### src/rtl/rast_pkg.sv
// Shared types and defaults for the line rasterizer: coordinate/colour types,
// Bresenham delta/error widths and the FSM state encoding.
package rast_pkg;

   typedef logic [10:0]        coord_t;
   typedef logic [2:0]         color_t;
   typedef logic signed [11:0] delta_t;
   typedef logic signed [12:0] err_t;

   typedef enum logic [1:0] {IDLE, SETUP, DRAW} rast_state_t;

   localparam int DEF_H_RES = 640;
   localparam int DEF_V_RES = 480;

endpackage

### src/rtl/rast_step.sv
// One Bresenham step: next (x, y, err) from the current position and the line's
// constant deltas. Both axis decisions use the pre-step error.
module rast_step
   import rast_pkg::*;
(
   input  coord_t x,
   input  coord_t y,
   input  err_t   err,
   input  delta_t dx,
   input  delta_t dy,
   input  logic   sx_neg,
   input  logic   sy_neg,
   output coord_t nx,
   output coord_t ny,
   output err_t   nerr
);

   logic signed [13:0] e2;
   logic               step_x;
   logic               step_y;

   always_comb begin
      e2     = {err, 1'b0};
      step_x = (e2 >= 14'(dy));
      step_y = (e2 <= 14'(dx));

      nerr = err;
      if (step_x) nerr = nerr + err_t'(dy);
      if (step_y) nerr = nerr + err_t'(dx);

      nx = x;
      if (step_x) nx = sx_neg ? (x - 11'd1) : (x + 11'd1);
      ny = y;
      if (step_y) ny = sy_neg ? (y - 11'd1) : (y + 11'd1);
   end

endmodule

### src/rtl/line_rasterizer.sv
// Pops line segments from the line queue and walks each one with Bresenham,
// offering visible pixels to the framebuffer and silently dropping clipped ones.
module line_rasterizer
   import rast_pkg::*;
#(
   parameter int H_RES = DEF_H_RES,
   parameter int V_RES = DEF_V_RES
)(
   input  logic        clk,
   input  logic        rst,
   input  coord_t      q_start_x,
   input  coord_t      q_start_y,
   input  coord_t      q_end_x,
   input  coord_t      q_end_y,
   input  color_t      q_color,
   input  logic        q_empty,
   output logic        q_read,
   output coord_t      pix_x,
   output coord_t      pix_y,
   output color_t      pix_color,
   output logic        pix_valid,
   input  logic        pix_ready,
   output logic        busy,
   output rast_state_t dbg_state
);

   rast_state_t state, state_nxt;

   coord_t x, y, x1, y1;
   color_t color;
   delta_t dx, dy;
   err_t   err;
   logic   sx_neg, sy_neg;

   coord_t step_x, step_y;
   err_t   step_err;
   delta_t dx_c, dy_c;
   logic   visible, last, retire;

   rast_step u_step (
      .x      (x),
      .y      (y),
      .err    (err),
      .dx     (dx),
      .dy     (dy),
      .sx_neg (sx_neg),
      .sy_neg (sy_neg),
      .nx     (step_x),
      .ny     (step_y),
      .nerr   (step_err)
   );

   // Pixel port: a pixel moves when pix_valid & pix_ready at a clk edge; once
   // raised, pix_valid and the pixel fields hold until that transfer happens.
   assign visible   = (int'(x) < H_RES) && (int'(y) < V_RES);
   assign last      = (x == x1) && (y == y1);
   assign retire    = (state == DRAW) && (!visible || pix_ready);
   assign pix_valid = (state == DRAW) && visible;
   assign pix_x     = x;
   assign pix_y     = y;
   assign pix_color = color;
   assign busy      = (state != IDLE);
   assign dbg_state = state;

   // In SETUP, x/y still hold the start point latched at the pop.
   assign dx_c = (x1 >= x) ? delta_t'({1'b0, x1} - {1'b0, x})
                           : delta_t'({1'b0, x} - {1'b0, x1});
   assign dy_c = (y1 >= y) ? delta_t'({1'b0, y} - {1'b0, y1})
                           : delta_t'({1'b0, y1} - {1'b0, y});

   always_ff @(posedge clk) begin
      if (rst) state <= IDLE;
      else     state <= state_nxt;
   end

   always_comb begin
      state_nxt = state;
      q_read    = 1'b0;
      case (state)
         IDLE: begin
            q_read = !q_empty;
            if (!q_empty) state_nxt = SETUP;
         end
         SETUP:   state_nxt = DRAW;
         DRAW:    if (retire && last) state_nxt = IDLE;
         default: state_nxt = IDLE;
      endcase
   end

   always_ff @(posedge clk) begin
      if (rst) begin
         x      <= '0;
         y      <= '0;
         x1     <= '0;
         y1     <= '0;
         color  <= '0;
         dx     <= '0;
         dy     <= '0;
         err    <= '0;
         sx_neg <= 1'b0;
         sy_neg <= 1'b0;
      end else begin
         case (state)
            IDLE: begin
               if (!q_empty) begin
                  x     <= q_start_x;
                  y     <= q_start_y;
                  x1    <= q_end_x;
                  y1    <= q_end_y;
                  color <= q_color;
               end
            end
            SETUP: begin
               dx     <= dx_c;
               dy     <= dy_c;
               err    <= err_t'(dx_c) + err_t'(dy_c);
               sx_neg <= (x1 < x);
               sy_neg <= (y1 < y);
            end
            DRAW: begin
               if (retire && !last) begin
                  x   <= step_x;
                  y   <= step_y;
                  err <= step_err;
               end
            end
            default: ;
         endcase
      end
   end

endmodule

### config.mk
export PLATFORM = sky130hd
export DESIGN_NAME = line_rasterizer
export DESIGN_NICKNAME = d
export VERILOG_FILES = /design/src/rtl/rast_pkg.sv /design/src/rtl/rast_step.sv /design/src/rtl/line_rasterizer.sv
export SDC_FILE = /design/constraint.sdc
export NUM_CORES = 1
export LEC_CHECK = 0
export ABC_CLOCK_PERIOD_IN_PS = 4500
export CORE_ASPECT_RATIO = 1.75
export CORE_MARGIN = 2
export CORE_UTILIZATION = 54
export DETAILED_ROUTE_END_ITERATION = 8
export HOLD_SLACK_MARGIN = 0.12
export PLACE_DENSITY = 0.79
export SETUP_SLACK_MARGIN = 0.5
export SYNTH_ARGS = -nofsm -noshare
export SYNTH_HDL_FRONTEND = slang
export SYNTH_SLANG_ARGS = --single-unit
### constraint.sdc
create_clock -name clk -period 4.5 [get_ports clk]
set_input_delay 0.675 -clock clk [delete_from_list [all_inputs] [get_ports clk]]
set_output_delay 0.675 -clock clk [all_outputs]
set_load 0.02 [all_outputs]
==> flow_summary_export.csv, run 1 <==
group,metric,value,unit
critical_path,crit_type,"reg2reg",
clock_tree,postCtsHoldBufs,0,
global_routing,grt_pass1_wl,46.46,mm
critical_path,startpoint_type,"flip-flop",
critical_path,r2r_slack,160,ps
critical_path,r2r-end,"err[10]",
clock_tree,cts-root-buf,"clkbuf_16",
timing,finalClockSkew,8.332,ps
detailed_routing,drc_errors,0,
critical_path,worstPathArrival,4590,ps
synthesis,syn-num-nets,1366,
place,place_area,10240,um2
worst_hold_path,holdPathEnd,"pix_color[1]",
global_routing,met2_usage,59.92,%
synthesis,synth_most_common_cell,"nand2_1",
detailed_routing,drt_iter0_drc,742,
place,hpwlAfterDp,21.27,mm
global_routing,grtUsageTotal,33.15,%
critical_path,critPathCaptureType,"flip-flop",
critical_path,crit_family,"compound AO/OA/AOI/OAI gates",
synthesis,async_flop_share,0,%
floorplanning,die_y,174.9,um
critical_path,critical_path_buf_inv_count,2,
floorplanning,core,16370,um2
cells_and_area,antenna_cells,0,
timing,setup_ws,161.5,ps
synthesis,syn_area_per_cell,7.627,um2
floorplanning,num_io_pins,81,
synthesis,ys_top_cells_by_area,"dfxtp_1, ha_1, a21oi_1",
detailed_routing,vias_per_cell,6.268,
cells_and_area,final_area,11640,um2
synthesis,synth_edf_count,0,
cells_and_area,fin_nets,1507,
pwr,ir_drop,358.1,uV
critical_path,cp.required,4750,ps
global_routing,grt_pass1_vias,9504,
synthesis,yosysWarningCount,0,
timing,hold_viol_final,0,
synthesis,synth.ff_latch_count,88,
pwr,p_leak,5.004,nW
clock_tree,htreeDepth,3,
clock_tree,path_clk_slew,70,ps
floorplanning,die_area,17780,um2
cells_and_area,seq_area,1800,um2
critical_path,r2r.worst_path.cells,18,
timing,worstMarginPinSlew,1054,ps
synthesis,synth_top_area_cell,"dfxtp_1",
critical_path,critPathMaxStageDelay,410,ps
clock_tree,numCtsBuffers,9,
timing,period_share,96.41,%
global_routing,grtUsageMet3,4.400,%
global_routing,antenna_found_initial,0,
cells_and_area,multi_input_area,7263,um2
cells_and_area,layout-drive-gt1-share,20.26,%
timing,fmax,0.2305,GHz
clock_tree,cts.sinks,88,
synthesis,netlist-cell-type-count,78,
detailed_routing,ant_nets,0,
cells_and_area,area_growth,29.13,%
cells_and_area,fill_cells,1221,
synthesis,syn-cell-area,9015,um2
worst_hold_path,hp-start,"pix_color[1]",
clock_tree,cts_tree,"yes",
place,detailedPlace.worstSlack,61.48,ps
global_routing,grt-ovfl-total,0,
critical_path,crit_chain,"clkinvlp_4, fa_2, a21o_1, a21oi_2, o21ai_4, a211o_4, buf_6, mux2i_4, xnor2_2, ha_1, nor2b_4, o2111ai_2, a31oi_2, nand3_1, nand2_2, xor2_1, nor3_1, a2111oi_2",
worst_hold_path,hold_path.class,"reg2reg",
synthesis,yosys.area.top_type_share,19.54,%
timing,max_slew_margin,29.57,%
clock_tree,clock_path_buffers,2,
global_routing,grt_max_degree,49,
floorplanning,placementRows,62,
floorplanning,die-width,101.7,um
detailed_routing,drtPass1Iterations,6,
job,drv_cap,0,
outcome,status,"finished clean",
critical_path,r2r_start,"pix_x[1]",
timing,grt_setup_unrepaired,"yes",
critical_path,crit_slowest_cell,"fa_2",
global_routing,top_usage_layer,"met2",
pwr,power_density,720.5,nW/um2
synthesis,synthCells,1182,
synthesis,ys_seq_area_share,19.54,%
synthesis,synth_ff_type,"dfxtp_1",
worst_hold_path,min_path_cells,2,
timing,slew_violations,0,
global_routing,use_met1,34.45,%
detailed_routing,wl_per_cell,19.79,um
timing,setup_viol,0,
timing,fin_crit,4339,ps
synthesis,synth_commonest_cells,"nand2_1, a21oi_1, ha_1",
place,routabilityCongestion,0.9857,
critical_path,crit_path_max_fanout,5,
detailed_routing,routed_wl,30.71,mm
clock_tree,clk_latency,360,ps
detailed_routing,num_vias,9728,
place,port_buffers,80,
floorplanning,start_util,55.08,%
[worst min-delay path: stages (launching register included)]
cell,delay (ps)
dfxtp_1,310
nand2_1,50
a21oi_1,50
[routing by layer]
layer / share of wire, % / wire (um) / vias to the layer above
met2: 52 / 15930 / 480
met5: 0 / 0 / -
li1: - / - / 4508
met4: 7.7 / 2372 / 0
met1: 35 / 10610 / 4533
met3: 5.9 / 1802 / 207
[through the flow]
step | cells | hold slack [ps] | total power [W] | setup TNS (ps) | utilization [%]
floorplan | 1182 | 452.3 | 0.004616 | 0 | -
global placement | 1470 | 443.8 | 0.005659 | 0 | 62.58
detailed placement | 1470 | 449.0 | 0.005741 | 0 | 62.58
CTS | 1538 | 457.8 | 0.007638 | 0 | 69.16
global route | 1552 | 484.6 | 0.008833 | -1.761 | 71.12
finish | 1552 | 456.3 | 0.008387 | 0 | 71.12
[power breakdown]
group | internal [W] | switching, W
logic | 0.00302 | 0.00352
registers | 0.000914 | 0.000152
clock network | 0.000431 | 0.000349
[sequential cells by signal, summed over array words and instances (netlist names)]
register	cells
err	13
y1	11
pix_y	11
dbg_state	2
sx_neg	1
x1	11
dy	12
sy_neg	1
dx	12
pix_color	3
pix_x	11
[cell families (layout without fill, tap and decap cells)]
family          Yosys count  after routing  synth area share [%]
xor+xnor                 51             51                 4.955
flops                    88             88                 19.54
mux                      27             27                 3.164
compound gates          375            376                 27.99
fa+ha+maj               133            133                 19.21
simple gates            349            349                 17.89
buf+inv                 159            304                 7.245
[how the worst max path moves through the flow]
stage | start | end | slack [ps] | cells past startpoint
final | pix_x[1] | err[10] | 160 | 18
after global routing | pix_x[1] | err[10] | -2 | 18
after CTS | err[0] | err[12] | 320 | 17
after detailed placement | err[3] | err[12] | 60 | 17
after global placement | err[3] | err[12] | 110 | 17
after floorplan | dy[11] | err[12] | 510 | 19
[area by class of cell]
cell class              instances  share of cell area (%)
clock buffers                   9                   1.935
clock inverters                 7                  0.6126
inverters                     106                   3.450
multi-input cells             936                   62.39
flip-flops and latches         88                   15.47
well taps                     224                   2.408
repair buffers                182                   13.74
[timing repair]
item                                    4_1_cts  5_1_grt
gates resized for setup                      83       43
endpoints found under the hold margin         0        0
gates cloned                                  1        0
endpoints found under the setup margin        6       10
pin swaps                                    56       23
buffers inserted                             51       14
[placed cells by master, fill, tap and decap left out, types with 7 or more instances in the layout]
cell type,instances
o21a_1,21
nor3_1,37
a21oi_1,116
mux2i_1,12
dfxtp_1,65
clkdlybuf4s50_1,79
a211oi_1,31
a31oi_1,14
nand3_1,18
xnor2_1,29
o21bai_1,10
inv_1,95
xor2_1,13
inv_2,9
ha_1,101
nand2b_1,10
clkbuf_16,9
nor2_1,81
nor2b_1,18
a21o_1,27
dfxtp_2,19
ha_2,7
buf_6,8
nand2_1,127
o21ai_0,53
ha_4,16
buf_4,93
a21oi_2,11
and3_1,11
(Power assumes the default switching activity.)
==> run 2: changes to the inputs <==
GPL_TIMING_DRIVEN = 1   (was default)
==> results of run 2 <==
Final layout, timing and power as in run 1 (identical DEF).
==> run 3: changes to the inputs <==
ABC_AREA = 1   (was default)
PLACE_DENSITY = 0.78   (was 0.79)
==> run 3 against run 2 <==
Routed wire length about the same. Synthesized cell count up 28%. Critical path type unchanged. Count of clock-buffer cells in the layout up 1.
==> flow_summary_export.csv, run 3 <==
group,metric,value,unit
critical_path,cpMostUsedCell,"nand2_1",
detailed_routing,num_vias,10020,
critical_path,crit_path_max_fanout,16,
detailed_routing,vias_per_cell,5.515,
synthesis,synthCells,1514,
pwr,pwr-share-comb,69.1,%
cells_and_area,regMostFlops,"err",
global_routing,grtUsageTotal,32.26,%
cells_and_area,layout_commonest_cell,"nand2_1",
cells_and_area,top_regs,"err: 13 flops, dx: 12 flops, dy: 12 flops",
critical_path,critPathCaptureType,"flip-flop",
timing,period_share,82.94,%
synthesis,ys_top_cells_by_area,"dfxtp_1, ha_1, nand2_1",
job,drv_cap,0,
timing,slew_violations,0,
clock_tree,cts-root-buf,"clkbuf_16",
clock_tree,cts.sinks,88,
floorplanning,die_y,179.9,um
clock_tree,cts_tree,"yes",
pwr,power.total,0.006022,W
timing,fmax,0.2679,GHz
pwr,clockPowerShare,14.1,%
worst_hold_path,holdPathEnd,"y1[10]",
synthesis,synth_ff_type,"dfxtp_1",
cells_and_area,largest_reg_flops,13,
clock_tree,path_clk_slew,70,ps
cells_and_area,fin_nets,1764,
critical_path,startpoint_type,"flip-flop",
detailed_routing,ant_nets,0,
synthesis,yosys.area.top_type_share,18.46,%
global_routing,use_met1,31.19,%
timing,max_slew_margin,40.09,%
global_routing,grt_max_degree,37,
timing,setup_viol,0,
pwr,p_leak,5.510,nW
global_routing,top_usage_layer,"met2",
timing,finalClockSkew,14.64,ps
synthesis,syn-num-nets,1698,
detailed_routing,routed_wl,30.72,mm
worst_hold_path,hp-start,"y1[10]",
critical_path,crit_slowest_cell,"fa_1",
cells_and_area,antenna_cells,0,
pwr,power_density,545.7,nW/um2
global_routing,grtUsageMet3,4.061,%
detailed_routing,wl_per_cell,16.92,um
global_routing,met2_usage,61.05,%
floorplanning,num_io_pins,81,
synthesis,synth_top_area_cell,"dfxtp_1",
critical_path,cp.required,4810,ps
place,port_buffers,80,
pwr,ir_drop,309.2,uV
global_routing,grt_pass1_vias,9755,
synthesis,netlist-cell-type-count,45,
timing,worstMarginPinSlew,893.1,ps
floorplanning,die_area,18800,um2
global_routing,grt_pass1_wl,48.07,mm
critical_path,critPathMaxStageDelay,400,ps
synthesis,async_flop_share,0,%
cells_and_area,area_growth,15.61,%
synthesis,ys_seq_area_share,18.46,%
critical_path,crit_type,"reg2reg",
timing,fin_crit,3732,ps
critical_path,r2r-end,"err[10]",
timing,setup_tns,0,ps
timing,hold_viol_final,0,
pwr,internal_power,0.002870,W
clock_tree,clock_path_buffers,2,
pwr,switching_share,52.34,%
cells_and_area,layout-drive-gt1-share,5.931,%
clock_tree,htreeDepth,3,
critical_path,r2r_slack,770,ps
pwr,p_seq_share,16.8,%
floorplanning,start_util,54.93,%
synthesis,synth.ff_latch_count,88,
clock_tree,clk_latency,350,ps
global_routing,antenna_found_initial,0,
cells_and_area,postLayoutCoreUtil,63.51,%
synthesis,synth_commonest_cells,"nand2_1, inv_1, a21oi_1",
detailed_routing,drt_iter0_drc,540,
outcome,status,"finished clean",
worst_hold_path,hold_path.class,"reg2reg",
critical_path,r2r.worst_path.cells,26,
detailed_routing,drc_errors,0,
cells_and_area,final_area,11040,um2
pwr,p_switching,0.003152,W
detailed_routing,drtPass1Iterations,9,
floorplanning,die-width,104.5,um
timing,grt_setup_unrepaired,"yes",
global_routing,grt-ovfl-total,0,
place,hpwlAfterDp,24.87,mm
floorplanning,placementRows,64,
critical_path,r2r_start,"dy[11]",
clock_tree,numCtsBuffers,9,
place,routabilityCongestion,1.066,
synthesis,syn_area_per_cell,6.305,um2
timing,holdWs,478.4,ps
synthesis,syn-cell-area,9545,um2
floorplanning,core,17380,um2
worst_hold_path,min_path_cells,2,
place,place_area,10530,um2
synthesis,synth_most_common_cell,"nand2_1",
synthesis,synth_edf_count,0,
synthesis,yosysWarningCount,0,
cells_and_area,final_cell_mix,"nand2_1, inv_1, a21oi_1",
critical_path,worstPathArrival,4040,ps
## run 3: cell types whose count changed in the layout (fill, tap and decap cells not counted), sizes merged, moves of 22 or more
cell	change
a211oi	-29
xor2	+23
nand3	+60
a21oi	+42
nand2	+208
nor2	+27
buf	-86
inv	+144
o21ai	+99
o21a	-22
## run 3: per-layer routing
layer	share of wire [%]	vias to the layer above
met5	0	-
met4	8.2	0
met3	4.4	118
met2	52	329
met1	35	4492
li1	-	5077
## run 3: power by group through the flow
stage	Sequential [W]	Combinational, W	Clock, W
floorplan	0.00102	0.00289	0
global placement	0.00102	0.00392	0
detailed placement	0.00102	0.00394	0
CTS	0.00101	0.00397	0.000867
global route	0.00103	0.00461	0.000890
finish	0.00101	0.00416	0.000849
## run 3: cell type report
class | instances | area (um2)
Multi-Input combinational cell | 1134 | 6769
Tap cell | 231 | 289.0
Clock inverter | 6 | 91.34
Sequential cell | 88 | 1770
Timing Repair Buffer | 97 | 928.4
Inverter | 250 | 948.4
Clock buffer | 10 | 239.0
Fill cell | 1704 | 6341
## run 3: critical path: cells and delay by family, from the launching register on
| kind | cells | cell delay, ps |
|---|---|---|
| buffers and inverters | 5 | 330 |
| AOI/OAI and AO/OA | 1 | 210 |
| DFF | 1 | 340 |
| and+or+nand+nor | 16 | 1710 |
| adders and majority gates | 3 | 920 |
| xor gates and xnor gates | 1 | 170 |
## run 3: timing repair
item | CTS | global route
gates cloned | 0 | 1
setup buffers | 0 | 3
resized for setup | 2 | 35
pin swaps | 0 | 5
hold buffers | 0 | 0
setup endpoints to repair | 2 | 9
## run 3: logic make-up after synthesis
logic type | synth area share, %
compound gates | 21.41
flops | 18.46
simple gates | 24.84
xor+xnor | 5.047
buf+inv | 12.11
fa+ha+maj | 18.14
## run 3: stage by stage
step	setup WS [ps]	cells
2_1_floorplan	1018	1514
4_1_cts	539.7	1812
3_3_place_gp	439.6	1796
5_1_grt	421.2	1816
3_5_place_dp	419.3	1796
6_report	767.6	1816
## run 3: how the worst max path moves through the flow
stage                  start      end  cells after the start
floorplan           pix_y[0]  err[12]                     20
global route        pix_y[0]   err[9]                     23
detailed placement  pix_x[1]  err[12]                     19
CTS                 pix_x[1]  err[12]                     19
finish                dy[11]  err[10]                     26
global placement    pix_x[1]  err[12]                     19
